<file path="config.mk">
export PLATFORM = sky130hd
export DESIGN_NAME = mem_bus_arbiter
export DESIGN_NICKNAME = d
export VERILOG_FILES = /design/src/rtl/mem_bus_arbiter_pkg.sv /design/src/rtl/mem_bus_arbiter_rr_pick2.sv /design/src/rtl/mem_bus_arbiter.sv
export SDC_FILE = /design/constraint.sdc
export NUM_CORES = 1
export LEC_CHECK = 0
export CAP_MARGIN = 30
export CELL_PAD_IN_SITES_DETAIL_PLACEMENT = 0
export CELL_PAD_IN_SITES_GLOBAL_PLACEMENT = 1
export CORE_ASPECT_RATIO = 0.5
export CORE_MARGIN = 4
export CORE_UTILIZATION = 27
export CTS_BUF_LIST = sky130_fd_sc_hd__clkbuf_8
export CTS_CLUSTER_SIZE = 28
export DETAILED_ROUTE_END_ITERATION = 6
export PLACE_DENSITY_LB_ADDON = 0.1
export SLEW_MARGIN = 30
export SYNTH_ARGS = -nofsm -noshare
export SYNTH_HDL_FRONTEND = slang
export SYNTH_SLANG_ARGS = --single-unit
export TNS_END_PERCENT = 5
</file>
<file path="constraint.sdc">
create_clock -name Clk -period 2.48 [get_ports Clk]
set_input_delay 0.496 -clock Clk [delete_from_list [all_inputs] [get_ports Clk]]
set_output_delay 0.496 -clock Clk [all_outputs]
set_load 0.005 [all_outputs]
</file>
<file path="src/rtl/mem_bus_arbiter_pkg.sv">
// Shared definitions for the instruction/data cache memory-port arbiter.
// Holds the state encoding, requester IDs and the default bus widths.
package mem_bus_arbiter_pkg;

  localparam int ADDR_W_DEF = 6;
  localparam int DATA_W_DEF = 32;

  typedef enum logic [1:0] {
    IDLE    = 2'b00,
    GRANT_I = 2'b01,
    GRANT_D = 2'b10,
    GAP     = 2'b11
  } arb_state_t;

  localparam logic REQ_I = 1'b0;
  localparam logic REQ_D = 1'b1;

  function automatic logic other_req(input logic id);
    return ~id;
  endfunction

endpackage

</file>
<file path="src/rtl/mem_bus_arbiter_rr_pick2.sv">
// Two-input round-robin picker: on a tie the requester that was not
// granted last wins; otherwise the sole requester is granted.
module rr_pick2
  import mem_bus_arbiter_pkg::*;
(
  input  logic       req_i,
  input  logic       req_d,
  input  logic       last_grant,
  output logic [1:0] grant,
  output logic       valid
);

  always_comb begin
    grant = 2'b00;
    if (req_i && req_d) begin
      grant[other_req(last_grant)] = 1'b1;
    end else if (req_i) begin
      grant[REQ_I] = 1'b1;
    end else if (req_d) begin
      grant[REQ_D] = 1'b1;
    end
  end

  assign valid = req_i | req_d;

endmodule

</file>
<file path="src/rtl/mem_bus_arbiter.sv">
// Shares one data-memory port between the icache (refills) and the dcache
// (refills and write-backs), one block transaction at a time, round-robin.
module mem_bus_arbiter
  import mem_bus_arbiter_pkg::*;
#(
  parameter int ADDR_W = ADDR_W_DEF,
  parameter int DATA_W = DATA_W_DEF
) (
  input  logic              Clk,
  input  logic              Reset_n,
  input  logic              I_Read,
  input  logic [ADDR_W-1:0] I_Address,
  output logic [DATA_W-1:0] I_ReadData,
  output logic              I_BusyWait,
  input  logic              D_Read,
  input  logic              D_Write,
  input  logic [ADDR_W-1:0] D_Address,
  input  logic [DATA_W-1:0] D_WriteData,
  output logic [DATA_W-1:0] D_ReadData,
  output logic              D_BusyWait,
  output logic              Mem_Read,
  output logic              Mem_Write,
  output logic [ADDR_W-1:0] Mem_Address,
  output logic [DATA_W-1:0] Mem_WriteData,
  input  logic [DATA_W-1:0] Mem_ReadData,
  input  logic              Mem_BusyWait
);

  arb_state_t        r_state,      w_state_nxt;
  logic              r_last_grant, w_last_grant_nxt;
  logic              r_started,    w_started_nxt;
  logic              r_mem_read,   w_mem_read_nxt;
  logic              r_mem_write,  w_mem_write_nxt;
  logic [ADDR_W-1:0] r_mem_addr,   w_mem_addr_nxt;
  logic [DATA_W-1:0] r_mem_wdata,  w_mem_wdata_nxt;

  logic       w_req_d;
  logic       w_done;
  logic [1:0] w_grant;
  logic       w_grant_vld;

  assign w_req_d = D_Read | D_Write;
  // Memory must have acknowledged with busy before its low level means completion.
  assign w_done  = r_started & ~Mem_BusyWait;

  rr_pick2 u_pick (
    .req_i      (I_Read),
    .req_d      (w_req_d),
    .last_grant (r_last_grant),
    .grant      (w_grant),
    .valid      (w_grant_vld)
  );

  always_ff @(posedge Clk or negedge Reset_n) begin
    if (!Reset_n) begin
      r_state      <= IDLE;
      r_last_grant <= REQ_I;
      r_started    <= 1'b0;
      r_mem_read   <= 1'b0;
      r_mem_write  <= 1'b0;
      r_mem_addr   <= '0;
      r_mem_wdata  <= '0;
    end else begin
      r_state      <= w_state_nxt;
      r_last_grant <= w_last_grant_nxt;
      r_started    <= w_started_nxt;
      r_mem_read   <= w_mem_read_nxt;
      r_mem_write  <= w_mem_write_nxt;
      r_mem_addr   <= w_mem_addr_nxt;
      r_mem_wdata  <= w_mem_wdata_nxt;
    end
  end

  always_comb begin
    w_state_nxt      = r_state;
    w_last_grant_nxt = r_last_grant;
    w_started_nxt    = r_started;
    w_mem_read_nxt   = r_mem_read;
    w_mem_write_nxt  = r_mem_write;
    w_mem_addr_nxt   = r_mem_addr;
    w_mem_wdata_nxt  = r_mem_wdata;
    case (r_state)
      IDLE: begin
        if (w_grant_vld) begin
          if (w_grant[REQ_D]) begin
            // A simultaneous read and write from the dcache is a write-back.
            w_state_nxt     = GRANT_D;
            w_mem_write_nxt = D_Write;
            w_mem_read_nxt  = ~D_Write;
            w_mem_addr_nxt  = D_Address;
            w_mem_wdata_nxt = D_WriteData;
          end else begin
            w_state_nxt     = GRANT_I;
            w_mem_write_nxt = 1'b0;
            w_mem_read_nxt  = 1'b1;
            w_mem_addr_nxt  = I_Address;
          end
        end
      end
      GRANT_I, GRANT_D: begin
        if (Mem_BusyWait) begin
          w_started_nxt = 1'b1;
        end
        if (w_done) begin
          w_mem_read_nxt   = 1'b0;
          w_mem_write_nxt  = 1'b0;
          w_started_nxt    = 1'b0;
          w_last_grant_nxt = (r_state == GRANT_D) ? REQ_D : REQ_I;
          w_state_nxt      = GAP;
        end
      end
      GAP: begin
        w_state_nxt = IDLE;
      end
      default: begin
        w_state_nxt = IDLE;
      end
    endcase
  end

  assign I_BusyWait    = I_Read  & ~((r_state == GRANT_I) & w_done);
  assign D_BusyWait    = w_req_d & ~((r_state == GRANT_D) & w_done);
  assign I_ReadData    = Mem_ReadData;
  assign D_ReadData    = Mem_ReadData;
  assign Mem_Read      = r_mem_read;
  assign Mem_Write     = r_mem_write;
  assign Mem_Address   = r_mem_addr;
  assign Mem_WriteData = r_mem_wdata;

endmodule

</file>
### Word-level counts from Yosys, hierarchy flattened

Index checks and enable logic that the tools add are counted.

* equality and inequality tests: 5
* div/mod/pow operators: 0
* order comparisons: 2
* bitwise gates (word level): 12
* add/subtract/negate cells: 0
* multiplexer cells: 21
* $mul: 0
* shift-type cells: 0
* reductions and logical operators: 12

Operators with widths (number)
* 1-bit 2-to-1 mux: 12
* 2-bit 2-to-1 mux: 4
* 2-bit AND reduction: 4
* 6-bit 2-to-1 mux: 1
* 2-bit one-hot mux with 3 select lines: 1
* 3-bit AND reduction: 2
* 1-bit AND: 5
* 1-bit inverter: 5
* 2-bit equality test, second input constant: 2
* 1-bit one-hot mux with 2 select lines: 2
* 2-bit nonzero test: 2
* 2-bit by 1-bit equality test with 1-bit output, second input constant: 1
* 1-bit logical AND: 2
* 2-bit zero test: 1
* 1-bit by 2-bit less-than comparator with 1-bit output, second input constant: 1
* 2-bit by 1-bit inequality test with 1-bit output, second input constant: 1
* 2-bit inequality test, second input constant: 1
* 1-bit bitwise OR: 2
* 2-bit OR reduction: 1
* 1-bit demux with 1-bit select: 1
* 1-bit greater-or-equal comparator, second input constant: 1

* bits in registers: 44
* bits of input ports: 82
* latch bits: 0
* memories kept: 0
* memory bits (writable): 0
* word-level logic and storage cells: 59
* bits in read-only memories: 0

### Depth between registers and ports, before layout

Gate-level depths: netlist of the first run.

* word-level depth: 9
* mapped depth: 6
* depth with buffers taken out: 5

### Cells and area by module

Synthesis of the first run repeated with hierarchy kept, for this count alone.

* cells, all modules: 199
* area total of the unflattened synthesis: 2489.9 um^2

Modules (own cells, without submodules)
* mem_bus_arbiter: area each 2464.9 um^2, cells each 195, instances 1, sequential area each 1101.1 um^2
* rr_pick2: area each 25.0 um^2, cells each 4, instances 1, sequential area each 0.0 um^2

### Least setup slack after synthesis of the first run

No wires, ideal clock.

* path kind: flip-flop to flip-flop
* start: register r_state[0]
* end: register r_mem_wdata[0], in the netlist Mem_WriteData[0]
* period minus slack after synthesis: 1.583 ns
* required time: 2.355 ns
* setup slack: 0.897 ns
* stages on the path, launching flop included: 7
* arrival time: 1.458 ns
* cells stage by stage: dfrtp_1 -> inv_1 -> ha_1 -> inv_1 -> nor2_8 -> buf_6 -> mux2_4

* longest elaborated chain between the ends: 2

RTL lines
* start, declared: RTL line mem_bus_arbiter.sv:29 `arb_state_t r_state, w_state_nxt;`
* start signal, assigned: RTL line mem_bus_arbiter.sv:64 `r_state <= w_state_nxt;`
* 2-bit zero test: RTL line mem_bus_arbiter.sv:82 `case (r_state)`
* 3-bit AND reduction (no line)
* end signal, assigned: RTL line mem_bus_arbiter.sv:70 `r_mem_wdata <= w_mem_wdata_nxt;`
* end, declared: RTL line mem_bus_arbiter.sv:35 `logic [DATA_W-1:0] r_mem_wdata, w_mem_wdata_nxt;`

No other way between the ends.
A chain may end at the register's enable or synchronous reset.

### Final worst setup path of the first run

* start: input Mem_BusyWait
* end: output I_BusyWait

* longest elaborated chain between the ends: 5

RTL lines
* start, declared: RTL line mem_bus_arbiter.sv:26 `input logic Mem_BusyWait`
* 1-bit inverter: RTL line mem_bus_arbiter.sv:44 `assign w_done = r_started & ~Mem_BusyWait;`
* 1-bit AND: RTL line mem_bus_arbiter.sv:44
* 1-bit AND: RTL line mem_bus_arbiter.sv:121 `assign I_BusyWait = I_Read & ~((r_state == GRANT_I) & w_done);`
* 1-bit inverter: RTL line mem_bus_arbiter.sv:121
* 1-bit AND: RTL line mem_bus_arbiter.sv:121
* end, declared: RTL line mem_bus_arbiter.sv:14 `output logic I_BusyWait,`

No other way between the ends.

==> impl_metrics.csv, run 1 <==
group,metric,value,unit
placement,hpwl,4.151,mm
synthesis,synth_top_family_by_area,"multiplexers",
placement,pre_cts_slack,0.1982,ns
timing,timing.hold.ws,0.1791,ns
global_routing,grt_pass1_vias,1533,
floorplan,core_area,8798,um2
floorplan,dieHeight,75.68,um
synthesis,synth_compound_area_share,5.867,%
floorplan,die_x,143.4,um
drt,vias_per_cell,4.034,
synthesis,async_reset_ff_share,100.0,%
critical_path,end_kind,"output port",
drt,vias,1404,
timing,finalHoldViolCount,0,
cts,insertion_delay,0.30,ns
synthesis,synthDistinctLibCells,28,
synthesis,yosysMostFrequentCell,"buf_4",
drt,drc_errors,0,
synthesis,yosysWarnings,0,
synthesis,muxShareOfSynthArea,22.15,%
timing,post-route-period-util,92.74,%
cts,htree_levels,2,
synthesis,yosysTopAreaCellShare,44.51,%
cts,hold_buffers,0,
final_layout,syn_to_final_growth,29.13,%
power,max-vdd-ir-drop,0.0003499,V
critical_path,start_kind,"input port",
timing,slew_violations,0,
critical_path,critPathLaunch,"Mem_BusyWait",
power,power.leakage,0.001354,uW
timing,setup_slack,0.1799,ns
drt,routed_wl,5.459,mm
critical_path,r2r_start,"r_state[0]",
flow_run,drv_cap,0,
critical_path,arrival,1.80,ns
critical_path,crit_required,1.98,ns
cts,cts-root-buf,"clkbuf_8",
timing,tightest_slew,0.5529,ns
synthesis,yosys_register_bits,44,
final_layout,register_area,1101,um2
critical_path,critPathKind,"input port to output port",
final_layout,diodes,0,
drt,dr.pass1.iters,4,
drt,wl_met2,2.785,mm
cts,ctsResizeCount,0,
synthesis,netlist_instances,195,
floorplan,io_pins,188,
status,status,"complete, no violations",
synthesis,synth-edff-count,0,
synthesis,synth_simple_gate_area_share,4.047,%
floorplan,num_rows,24,
floorplan,die_area,10850,um2
cts,cts_tree,"done",
final_layout,final_cell_count_no_fill,348,
synthesis,synth_fa_ha_area_share,1.517,%
synthesis,synthFlopType,"dfrtp_1",
timing,rsz0062_at_grt,"false",
placement,portBuffers,91,
global_routing,grt_start_max_net_pins,35,
final_layout,fin_nets,315,
floorplan,start_util,28.11,%
synthesis,ys_seq_area_share,44.51,%
cts,clk_path_buf_depth,2,
synthesis,synth.largest_area_cell,"dfrtp_1",
timing,min_period,2.300,ns
drt,met1_length,2.164,mm
drt,top_layer,"met4",
cts,path_clk_slew,0.09,ns
synthesis,synth_xor_area_share,0,%
final_layout,multi_input_area,830.8,um2
synthesis,synth_common_cells,"64 x buf_4, 44 x dfrtp_1, 28 x mux2_4",
global_routing,antenna_found_initial,0,
placement,dp.cells,340,
timing,relSlewSlack,63.14,%
synthesis,synth_nets,280,
min_path,hold_path_class,"input port to async pin",
global_routing,grt-ovfl-total,0,
synthesis,syn_avg_cell_area,12.69,um2
critical_path,path_max_fanout,4,
drt,wl_per_cell,15.69,um
timing,finClkSkew,0.01262,ns
timing,setup_viol,0,
power,power.density,1202,nW/um2
global_routing,globalRouteTotalUtil,9.966,%
cts,postCtsSetupBuffers,0,
synthesis,syn_area,2474,um2
placement,place_congestion,0.6836,
cts,cts_buffers,5,
final_layout,drive_above_1_share,22.94,%
drt,ant_nets,0,
synthesis,synthTopCellsByArea,"dfrtp_1 45%, buf_4 19%, mux2_4 17%",
cts,clock_sinks,44,
drt,wl_met3,375,um
global_routing,grt_pass1_wl,8.204,mm
drt,drt_iter0_drc,53,
timing,fmax,434.8,MHz
timing,setup_tns,0,ns
final_layout,fillers,863,
==> where the power goes <==
group | switching, uW | total, uW | internal [uW]
sequential | 202 | 1290 | 1090
clock | 260 | 590 | 330
combinational | 651 | 1960 | 1310
==> routing by layer <==
metal / GRT usage [%] / vias up
met5: 0 / -
met4: 4.697 / 0
met3: 3.260 / 31
met2: 16.97 / 35
met1: 11.69 / 678
li1: - / 660
==> final timing paths <==
| check | endpoint | slack [ns] | depth (start not counted) |
|---|---|---|---|
| min in group Clk | Mem_Address[4] | 0.48 | 2 |
| min reg2reg | Mem_Address[4] | 0.48 | 2 |
| max reg2reg | Mem_WriteData[30] | 0.67 | 6 |
| max in group asynchronous | Mem_Address[3] | 1.79 | 2 |
| max | I_BusyWait | 0.18 | 4 |
| min | Mem_WriteData[25] | 0.18 | 1 |
==> cell families after synthesis <==
kind of cell / after synthesis
buffers and inverters: 74
DFF: 44
adders and majority gates: 3
and+or+nand+nor: 16
muxes: 40
AOI/OAI and AO/OA: 18
==> critical path, cell delays in order <==
cell	delay, ns
clkdlybuf4s50_1	0.49
nor2b_1	0.09
a21boi_0	0.20
clkdlybuf4s50_1	0.54
==> flip-flops by register name, indices dropped and copies added (netlist names) <==
name	count
Mem_Read	1
r_last_grant	1
Mem_Write	1
r_started	1
Mem_Address	6
r_state	2
Mem_WriteData	32
==> placed cells by master (no fill, tap or decap), drive strengths merged, types with 2 or more instances in the layout <==
cell type      Yosys  routed
nor2               2       2
ha                 3       3
nor2b              2       2
mux2i              6       6
o21ai              6       6
dfrtp             44      44
buf               68       7
mux2              34      34
clkbuf             1       6
inv                5       5
clkdlybuf4s50      0      90
a21boi             2       2
a21oi              2       2
nand2              8       8
nand2b             2       2
==> through the flow <==
stage	area, um2	util, %	power (uW)
after global placement	3073	34.93	3287
after global routing	3194	36.31	4103
final	3194	36.31	3840
after detailed placement	3073	34.93	3307
after floorplan	2474	-	2416
after CTS	3194	36.31	3931
==> layout make-up <==
cell class                 instances  area share, %
sequential                        44          34.47
timing repair buffer              97          30.55
multi-input combinational         77          26.01
tap                              117          4.583
clock buffer                       6          2.585
clock inverter                     2          1.214
inverter                           5         0.5875
Power figures use the tool's default switching activity.
==> run 2: changes to the inputs <==
--- a/config.mk
+++ b/config.mk
@@ -15,7 +15,7 @@
 export CTS_CLUSTER_SIZE = 28
 export DETAILED_ROUTE_END_ITERATION = 6
 export PLACE_DENSITY_LB_ADDON = 0.1
-export SLEW_MARGIN = 30
+export SLEW_MARGIN = 15
 export SYNTH_ARGS = -nofsm -noshare
 export SYNTH_HDL_FRONTEND = slang
 export SYNTH_SLANG_ARGS = --single-unit
==> results of run 2 <==
No change in the layout: final DEF, timing and power equal those of run 1.
==> run 3: changes to the inputs <==
--- a/config.mk
+++ b/config.mk
@@ -10,7 +10,7 @@
 export CELL_PAD_IN_SITES_GLOBAL_PLACEMENT = 1
 export CORE_ASPECT_RATIO = 0.5
 export CORE_MARGIN = 4
-export CORE_UTILIZATION = 27
+export CORE_UTILIZATION = 25
 export CTS_BUF_LIST = sky130_fd_sc_hd__clkbuf_8
 export CTS_CLUSTER_SIZE = 28
 export DETAILED_ROUTE_END_ITERATION = 6
==> constraint.sdc (replaced) <==
create_clock -name Clk -period 2.2 [get_ports Clk]
set_input_delay 0.44 -clock Clk [delete_from_list [all_inputs] [get_ports Clk]]
set_output_delay 0.44 -clock Clk [all_outputs]
set_load 0.005 [all_outputs]
==> run 3 against run 2 <==
Net effect: largest cell class unchanged; count of clock-buffer cells in the layout decreased by 1; routed wire length increased by 1.4%; sequential cell count unchanged; via count about the same; global-route usage decreased by 0.46 points; combinational power increased by 15%; sequential power increased by 12%; critical path depth unchanged; sequential share of layout area decreased by 0.47 points; total power increased by 13%; clock skew decreased by 0.0019 ns; worst hold slack got worse by 0.15 ns.
==> impl_metrics.csv, run 3 (same netlist as run 1, synthesis figures left out) <==
group,metric,value,unit
critical_path,arrival,1.69,ns
power,power.leakage,0.001379,uW
drt,dr.pass1.iters,2,
drt,drc_errors,0,
timing,fmax,469.2,MHz
drt,vias_per_cell,3.797,
drt,drt_iter0_drc,41,
timing,finalHoldViolCount,0,
cts,path_clk_slew,0.09,ns
placement,place_congestion,0.6734,
cts,cts-root-buf,"clkbuf_8",
floorplan,io_pins,188,
final_layout,final_cell_mix,"89 x clkdlybuf4s50_1, 44 x dfrtp_1, 28 x mux2_4, 8 x nand2_1, 8 x buf_4",
cts,clock_sinks,44,
floorplan,die_x,148.7,um
critical_path,end_kind,"output port",
final_layout,fin_nets,319,
critical_path,critPathLaunch,"Mem_BusyWait",
floorplan,start_util,25.93,%
cts,htree_levels,2,
drt,ant_nets,0,
critical_path,reg2reg_depth,6,
timing,setup_viol,0,
placement,hpwl,4.388,mm
floorplan,core_area,9540,um2
placement,dp.cells,362,
floorplan,die_area,11650,um2
floorplan,dieHeight,78.34,um
drt,wl_per_cell,14.96,um
critical_path,critPathKind,"input port to output port",
drt,vias,1405,
final_layout,drive_above_1_share,24.26,%
timing,rsz0062_at_grt,"false",
cts,cts_tree,"done",
cts,hold_buffers,0,
critical_path,r2r-end,"Mem_WriteData[30]",
global_routing,grt_start_max_net_pins,21,
timing,tightest_slew,0.3591,ns
critical_path,start_kind,"input port",
cts,clk_path_buf_depth,2,
global_routing,antenna_found_initial,0,
timing,finClkSkew,0.01072,ns
critical_path,r2r_start,"r_state[0]",
timing,setup_tns,0,ns
critical_path,crit_required,1.76,ns
power,max-vdd-ir-drop,0.0003653,V
final_layout,final_cell_count_no_fill,370,
final_layout,diodes,0,
min_path,hold_path_class,"input port to async pin",
critical_path,r2r_slack,0.43,ns
global_routing,grt_pass1_vias,1561,
power,power.density,1339,nW/um2
placement,portBuffers,91,
floorplan,num_rows,25,
critical_path,path_max_fanout,4,
flow_run,drv_cap,0,
final_layout,largest_reg_flops,32,
timing,min_period,2.131,ns
final_layout,syn_to_final_growth,30.91,%
drt,routed_wl,5.537,mm
cts,insertion_delay,0.30,ns
global_routing,globalRouteTotalUtil,9.510,%
final_layout,final_common_cell,"clkdlybuf4s50_1",
global_routing,grt_pass1_wl,8.569,mm
cts,cts_buffers,5,
status,status,"complete, no violations",
timing,slew_violations,0,
timing,post-route-period-util,96.88,%
timing,relSlewSlack,76.06,%
global_routing,grt-ovfl-total,0,
run 3: changes by cell type in the layout (fill, tap and decap cells not counted), sizes merged:
| cell | before | now |
|---|---|---|
| buf | 7 | 11 |
| clkbuf | 6 | 5 |
| clkdlybuf4s50 | 90 | 89 |
| dlymetal6s2s | 0 | 1 |
| inv | 5 | 6 |
run 3: critical path, cell delays in order:
cell and delay (ns):
clkdlybuf4s50_1 0.50, nor2b_2 0.07, a21boi_1 0.15, clkdlybuf4s50_1 0.52
run 3: timing repair:
item / CTS / global route
gates resized for setup: 0 / 3
endpoints found under the setup margin: 0 / 2
hold endpoints to repair: 0 / 0
setup buffers: 0 / 0
run 3: how the worst max path moves through the flow:
stage | endpoint | slack (ns) | cells after the start
after floorplan | Mem_WriteData[0] | 0.62 | 6
after global placement | I_BusyWait | 0.05 | 4
after detailed placement | I_BusyWait | 0.02 | 4
after CTS | I_BusyWait | 0.001 | 4
after global routing | I_BusyWait | 0.007 | 4
final | I_BusyWait | 0.07 | 4
run 3: per-layer routing:
layer  global-route usage, %  wire length [um]  share of wire (%)
met5                       0                 0                  0
met4                   4.885               147                2.7
met3                   2.826               361                6.5
met2                   16.16              2782                 50
met1                   10.93              2247                 41
run 3: area by class of cell:
type                            instances  area [um2]
Tap cell                              135       168.9
Fill cell                             953        6302
Inverter                                5       18.77
Clock buffer                            5       68.82
Sequential cell                        44        1101
Clock inverter                          3       38.79
Timing Repair Buffer                  101        1008
Multi-Input combinational cell         77       833.3
run 3: power breakdown:
| group | total (uW) | internal [uW] | switching [uW] | leakage (uW) |
|---|---|---|---|---|
| clock network | 621 | 333 | 288 | 0.0000593 |
| registers | 1450 | 1220 | 230 | 0.000524 |
| logic | 2260 | 1510 | 748 | 0.000796 |
| total | 4340 | 3070 | 1270 | 0.00138 |
run 3: metrics by stage:
stage	hold WS, ns	util, %	worst slack (ns)	total power, uW	area (um2)
finish	0.03346	33.94	0.06875	4337	3238
global route	0.03929	33.94	0.007408	4627	3238
CTS	0.03129	33.89	0.001291	4436	3233
detailed placement	0.3746	32.76	0.02238	3778	3126
global placement	0.3709	32.76	0.04548	3761	3126
floorplan	0.1444	-	0.6171	2723	2474
